**src/rtl/vmicro16_bram_excl_apb.sv**
```systemverilog
// APB word memory with per-core LWEX/SWEX reservation monitors; `VMICRO16_BRAM_EX_TIMEOUT_EN adds reservation expiry.
// One wait state per transfer (S_PREADY registered high for one cycle); no further backpressure.
module vmicro16_bram_excl_apb #(
   parameter int                    BUS_WIDTH      = 20,
   parameter int                    DATA_WIDTH     = 16,
   parameter int                    MEM_DEPTH      = 64,
   parameter int                    CORES          = 4,
   parameter int                    CORE_ID_BITS   = 2,
   parameter logic [DATA_WIDTH-1:0] SWEX_SUCCESS   = 16'h0000,
   parameter logic [DATA_WIDTH-1:0] SWEX_FAIL      = 16'h0001,
   parameter int                    TIMEOUT_CYCLES = 255
) (
   input  logic                  clk,
   input  logic                  reset,
   input  logic [BUS_WIDTH-1:0]  S_PADDR,
   input  logic                  S_PWRITE,
   input  logic                  S_PSELx,
   input  logic                  S_PENABLE,
   input  logic [DATA_WIDTH-1:0] S_PWDATA,
   output logic [DATA_WIDTH-1:0] S_PRDATA,
   output logic                  S_PREADY,
   output logic [CORES-1:0]      o_resv_valid,
   output logic [15:0]           o_swex_fail_cnt
);
   localparam int AW = $clog2(MEM_DEPTH);

   typedef enum logic {ST_IDLE, ST_RESP} state_t;

   state_t                  state_q, state_d;
   logic [DATA_WIDTH-1:0]   prdata_q, prdata_d;
   logic                    pready_q, pready_d;
   logic [CORES-1:0]        valid_q, valid_d;
   logic [AW-1:0]           addr_q [CORES];
   logic [AW-1:0]           addr_d [CORES];
   logic [15:0]             cnt_q, cnt_d;
   logic [DATA_WIDTH-1:0]   mem_q [MEM_DEPTH];
   logic                    mem_we;
`ifdef VMICRO16_BRAM_EX_TIMEOUT_EN
   logic [15:0]             timer_q [CORES];
   logic [15:0]             timer_d [CORES];
`endif

   logic                    lwex, swex, core_ok, swex_ok;
   logic [CORE_ID_BITS-1:0] core_id;
   logic [AW-1:0]           idx;
   logic                    unused_paddr;

   assign lwex         = S_PADDR[BUS_WIDTH-1];
   assign swex         = S_PADDR[BUS_WIDTH-2];
   assign core_id      = S_PADDR[BUS_WIDTH-3 -: CORE_ID_BITS];
   assign idx          = S_PADDR[AW-1:0];
   assign unused_paddr = ^S_PADDR;
   assign core_ok      = int'(core_id) < CORES;
   // Success is judged on pre-edge state, so an expiring reservation still counts.
   assign swex_ok      = core_ok && valid_q[core_id] && (addr_q[core_id] == idx);

   always_comb begin
      state_d  = state_q;
      prdata_d = prdata_q;
      pready_d = 1'b0;
      valid_d  = valid_q;
      addr_d   = addr_q;
      cnt_d    = cnt_q;
      mem_we   = 1'b0;
`ifdef VMICRO16_BRAM_EX_TIMEOUT_EN
      timer_d  = timer_q;
      for (int c = 0; c < CORES; c++) begin
         if (valid_q[c] && timer_q[c] != 16'd0) begin
            timer_d[c] = timer_q[c] - 16'd1;
            if (timer_q[c] == 16'd1) valid_d[c] = 1'b0;
         end
      end
`endif
      case (state_q)
         ST_IDLE: begin
            if (S_PSELx && S_PENABLE) begin
               state_d  = ST_RESP;
               pready_d = 1'b1;
               if (swex) begin
                  if (swex_ok) begin
                     mem_we   = 1'b1;
                     prdata_d = SWEX_SUCCESS;
                     for (int c = 0; c < CORES; c++)
                        if (addr_q[c] == idx) valid_d[c] = 1'b0;
                  end else begin
                     prdata_d = SWEX_FAIL;
                     if (core_ok) valid_d[core_id] = 1'b0;
                     if (cnt_q != 16'hFFFF) cnt_d = cnt_q + 16'd1;
                  end
               end else if (S_PWRITE) begin
                  mem_we   = 1'b1;
                  prdata_d = '0;
                  for (int c = 0; c < CORES; c++)
                     if (addr_q[c] == idx) valid_d[c] = 1'b0;
               end else begin
                  prdata_d = mem_q[idx];
                  if (lwex && core_ok) begin
                     valid_d[core_id] = 1'b1;
                     addr_d[core_id]  = idx;
`ifdef VMICRO16_BRAM_EX_TIMEOUT_EN
                     timer_d[core_id] = 16'(TIMEOUT_CYCLES);
`endif
                  end
               end
            end
         end
         ST_RESP: state_d = ST_IDLE;
         default: state_d = ST_IDLE;
      endcase
   end

   always_ff @(posedge clk or posedge reset) begin
      if (reset) begin
         state_q  <= ST_IDLE;
         prdata_q <= '0;
         pready_q <= 1'b0;
         valid_q  <= '0;
         cnt_q    <= '0;
         for (int c = 0; c < CORES; c++) begin
            addr_q[c]  <= '0;
`ifdef VMICRO16_BRAM_EX_TIMEOUT_EN
            timer_q[c] <= '0;
`endif
         end
      end else begin
         state_q  <= state_d;
         prdata_q <= prdata_d;
         pready_q <= pready_d;
         valid_q  <= valid_d;
         cnt_q    <= cnt_d;
         addr_q   <= addr_d;
`ifdef VMICRO16_BRAM_EX_TIMEOUT_EN
         timer_q  <= timer_d;
`endif
      end
   end

   // Storage has no reset so contents survive it.
   always_ff @(posedge clk) begin
      if (mem_we && !reset) mem_q[idx] <= S_PWDATA;
   end

   assign S_PRDATA        = prdata_q;
   assign S_PREADY        = pready_q;
   assign o_resv_valid    = valid_q;
   assign o_swex_fail_cnt = cnt_q;
endmodule

```
**config.mk**
```make
export PLATFORM = sky130hd
export DESIGN_NAME = vmicro16_bram_excl_apb
export DESIGN_NICKNAME = d
export VERILOG_FILES = /design/src/rtl/vmicro16_bram_excl_apb.sv
export SDC_FILE = /design/constraint.sdc
export NUM_CORES = 1
export LEC_CHECK = 0
export ABC_AREA = 1
export BUFFER_PORTS_ARGS = -buffer_cell sky130_fd_sc_hd__buf_2
export CORE_UTILIZATION = 49
export CTS_BUF_LIST = sky130_fd_sc_hd__clkbuf_2
export DETAILED_ROUTE_END_ITERATION = 7
export PLACE_DENSITY = 0.74
export SYNTH_ARGS = -nofsm -noshare
export SYNTH_HDL_FRONTEND = slang
export SYNTH_SLANG_ARGS = --single-unit
```
**constraint.sdc**
```tcl
create_clock -name clk -period 3.47 [get_ports clk]
set_input_delay 0.347 -clock clk [delete_from_list [all_inputs] [get_ports clk]]
set_output_delay 0.347 -clock clk [all_outputs]
set_load 0.1 [all_outputs]
```
==> results.py <==
metrics = {
    "die": {
        "dieHeight_um": 296.2,
        "fp.coreArea_mm2": 0.08541,
        "start_util_pct": 49.66,
        "die_x_um": 296.2,
        "dieArea_mm2": 0.08775,
        "row_count": 107,
        "ios": 78,
    },
    "logic_synthesis": {
        "synth_enable_flop_cells": 1024,
        "yosys.area.top_type_share_pct": 72.49,
        "synth_cells": 3306,
        "postSynthNetCount": 3348,
        "yosysTopAreaCell": "edfxtp_1",
        "yosysWarnings": 0,
        "syn_area_per_cell_um2": 12.83,
        "ys_seq_area_share_pct": 76.09,
        "async_flop_share_pct": 5.622,
        "ys_seq_elements": 1085,
        "synth_area_leaders": "edfxtp_1 (72%), nand2_1 (10%), dfrtp_1 (3.6%)",
        "syn_area_mm2": 0.04242,
        "ys.flop_type": "edfxtp_1",
        "synth_cell_types": 40,
    },
    "timing": {
        "fin_crit_ns": 3.186,
        "finClkSkew_ns": 0.2026,
        "fin_tns_setup_ns": 0,
        "rsz0062_at_grt": "no",
        "fin_crit_sh_pct": 91.80,
        "drv_slew": 0,
        "tightest_slew_ns": 1.270,
        "setup_viol": 0,
        "fmax_ghz": 0.3139,
        "slew_headroom_pct": 15.33,
        "hold_viol_final": 0,
    },
    "global_route": {
        "antenna_found_initial": 5,
        "grt_pass1_vias": 27830,
        "grtUsageTotal_pct": 26.62,
        "grt_first_pass_wirelength_um": 170000,
        "grt_max_degree": 65,
        "overflow": 0,
    },
    "clocking": {
        "cts_resized": 0,
        "cts-buffers-inserted": 283,
        "root_buffer": "clkbuf_2",
        "cts.htree.levels": 5,
        "cts_tree": "built",
        "clk_transition_reported_paths_ns": 0.10,
        "clkSinkCount": 1085,
        "insertion_delay_ns": 1.59,
        "clk_path_buf_depth": 4,
    },
    "routing": {
        "vias": 28680,
        "drtIter0Drc": 3352,
        "drc": 0,
        "first_pass_iters": 8,
        "via_per_inst": 5.636,
        "wl_um": 116200,
        "wl_per_cell_um": 22.83,
        "antenna_left": 0,
    },
    "layout": {
        "drive_gt1_share_pct": 17.95,
        "final_cells": 5088,
        "final_cell_mix": "nand2_1 (1174), edfxtp_1 (1024), clkbuf_2 (393)",
        "final_cell_area_mm2": 0.04818,
        "final_nets": 3805,
        "final_common_cell": "nand2_1",
        "syn_to_final_growth_pct": 13.58,
    },
    "hold_path": {
        "worstHoldStart": "S_PWDATA[0]",
        "hold_path_class": "in -> reg",
        "min_path_cells": 2,
    },
    "placed_design": {
        "place_congestion": 0.9163,
        "dp_hpwl_um": 67480,
        "port_buffers": 67,
        "placed_area_mm2": 0.04499,
        "place_inst": 4545,
    },
    "outcome": {
        "status": "finished, final reports clean",
    },
    "critical_path": {
        "crit_chain": "dlygate4sd3_1 -> buf_2 -> dlygate4sd3_1 -> nand2_1 -> dlygate4sd3_1 -> nor2_2 -> dlygate4sd3_1 -> nand2_1 -> a21oi_1 -> dlygate4sd3_1 -> a21oi_1 -> dlygate4sd3_1",
        "cp-startpoint": "S_PENABLE",
        "max_stage_delay_ns": 0.63,
        "r2r_cells": 15,
        "cp_max_fo": 5,
        "crit_top_cell": "dlygate4sd3_1",
        "crit_type": "in -> reg",
        "worstReg2RegStart": "addr_q[18]$_DFFE_PP0P_",
        "worst_ep_required_time_ns": 4.81,
        "start_kind": "input pin",
        "worstPathArrival_ns": 4.53,
        "end_kind": "register",
        "critPathSlowestCell": "dlygate4sd3_1",
    },
    "power_and_ir_drop": {
        "ir_drop_uv": 582.7,
        "power_density_mw_per_mm2": 522.8,
        "p_leak_uw": 0.01776,
    },
    "job": {
        "maxCapViolCount": 0,
    },
}
[worst max-delay path: cells and delay by family]
| family | cells | cell delay (ns) |
|---|---|---|
| buffers and inverters | 7 | 3.58 |
| AO/OA/AOI/OAI | 2 | 0.23 |
| AND/OR/NAND/NOR | 3 | 0.36 |
[layer usage]
layer	GRT usage, %	up-vias	part of all wire [%]
li1	-	12800	-
met1	35.32	13740	38
met2	41.29	1860	46
met3	6.693	267	12
met4	12.57	0	3.7
met5	0	-	0
[where the power goes]
group          switching (uW)  leakage, uW  total (uW)  internal [uW]
logic                    1740      0.00593        2280            539
clock network            4950      0.00182        8330           3390
registers                 163       0.0100       14600          14400
total                    6850       0.0178       25200          18300
[synth_stat cells (12+ instances only)]
library cell	n
buf_4	15
nand4_1	125
inv_1	91
o2111ai_1	13
clkbuf_1	38
edfxtp_1	1024
buf_2	81
o21ai_0	75
xor2_1	16
a22oi_1	111
nand2_1	1174
buf_6	12
dfrtp_1	61
o21ai_1	64
nor2_1	171
nand3_1	90
a21oi_1	67
[per-stage QoR]
stage / setup WS [ns] / total power (uW) / util (%) / hold slack, ns
CTS: 0.3650 / 25280 / 56.38 / 0.008682
global placement: 0.4111 / 16960 / 52.68 / 0.4448
floorplan: 0.3191 / 16240 / - / 0.4459
finish: 0.2844 / 25190 / 56.40 / 0.1434
detailed placement: 0.3953 / 17000 / 52.68 / 0.4501
global route: 0.2196 / 26130 / 56.40 / 0.1778
[cells by family after synthesis]
kind of cell / share of synthesized area, %
compound gates: 4.852
xor+xnor: 0.4513
fa+ha+maj: 0.02949
buf+inv: 2.861
flops: 76.09
simple gates: 15.71
[layout make-up]
type	count	area, um2
Fill cell	6865	37240
Inverter	103	404.1
Timing Repair Buffer	325	2715
Antenna cell	5	12.51
Clock inverter	68	396.6
Tap cell	1144	1431
Sequential cell	1085	32280
Clock buffer	393	1967
Multi-Input combinational cell	1965	8975
[flip-flops by register name (all words and copies together) (netlist names)]
name,cells
S_PRDATA,16
addr_q,24
o_swex_fail_cnt,16
S_PREADY,1
o_resv_valid,4
mem_q,1024
[repair_timing]
action                     4_1_cts  5_1_grt
hold endpoints to repair      2170        0
buffers inserted                 0        1
setup endpoints to repair        0        4
hold buffers                    76        0
[final timing paths]
kind	end	slack [ns]
max in group asynchronous	addr_q[7]$_DFFE_PP0P_	1.68
min in group asynchronous	S_PRDATA[8]$_DFFE_PP0P_	0.84
worst min-delay path	mem_q[6][0]$_DFFE_PP_	0.14
worst max register to register	o_resv_valid[0]$_DFFE_PP0P_	0.52
worst min register to register	S_PRDATA[0]$_DFFE_PP0P_	0.52
worst max-delay path	o_resv_valid[1]$_DFFE_PP0P_	0.28
No activity file was read; power rests on OpenSTA's default activity.
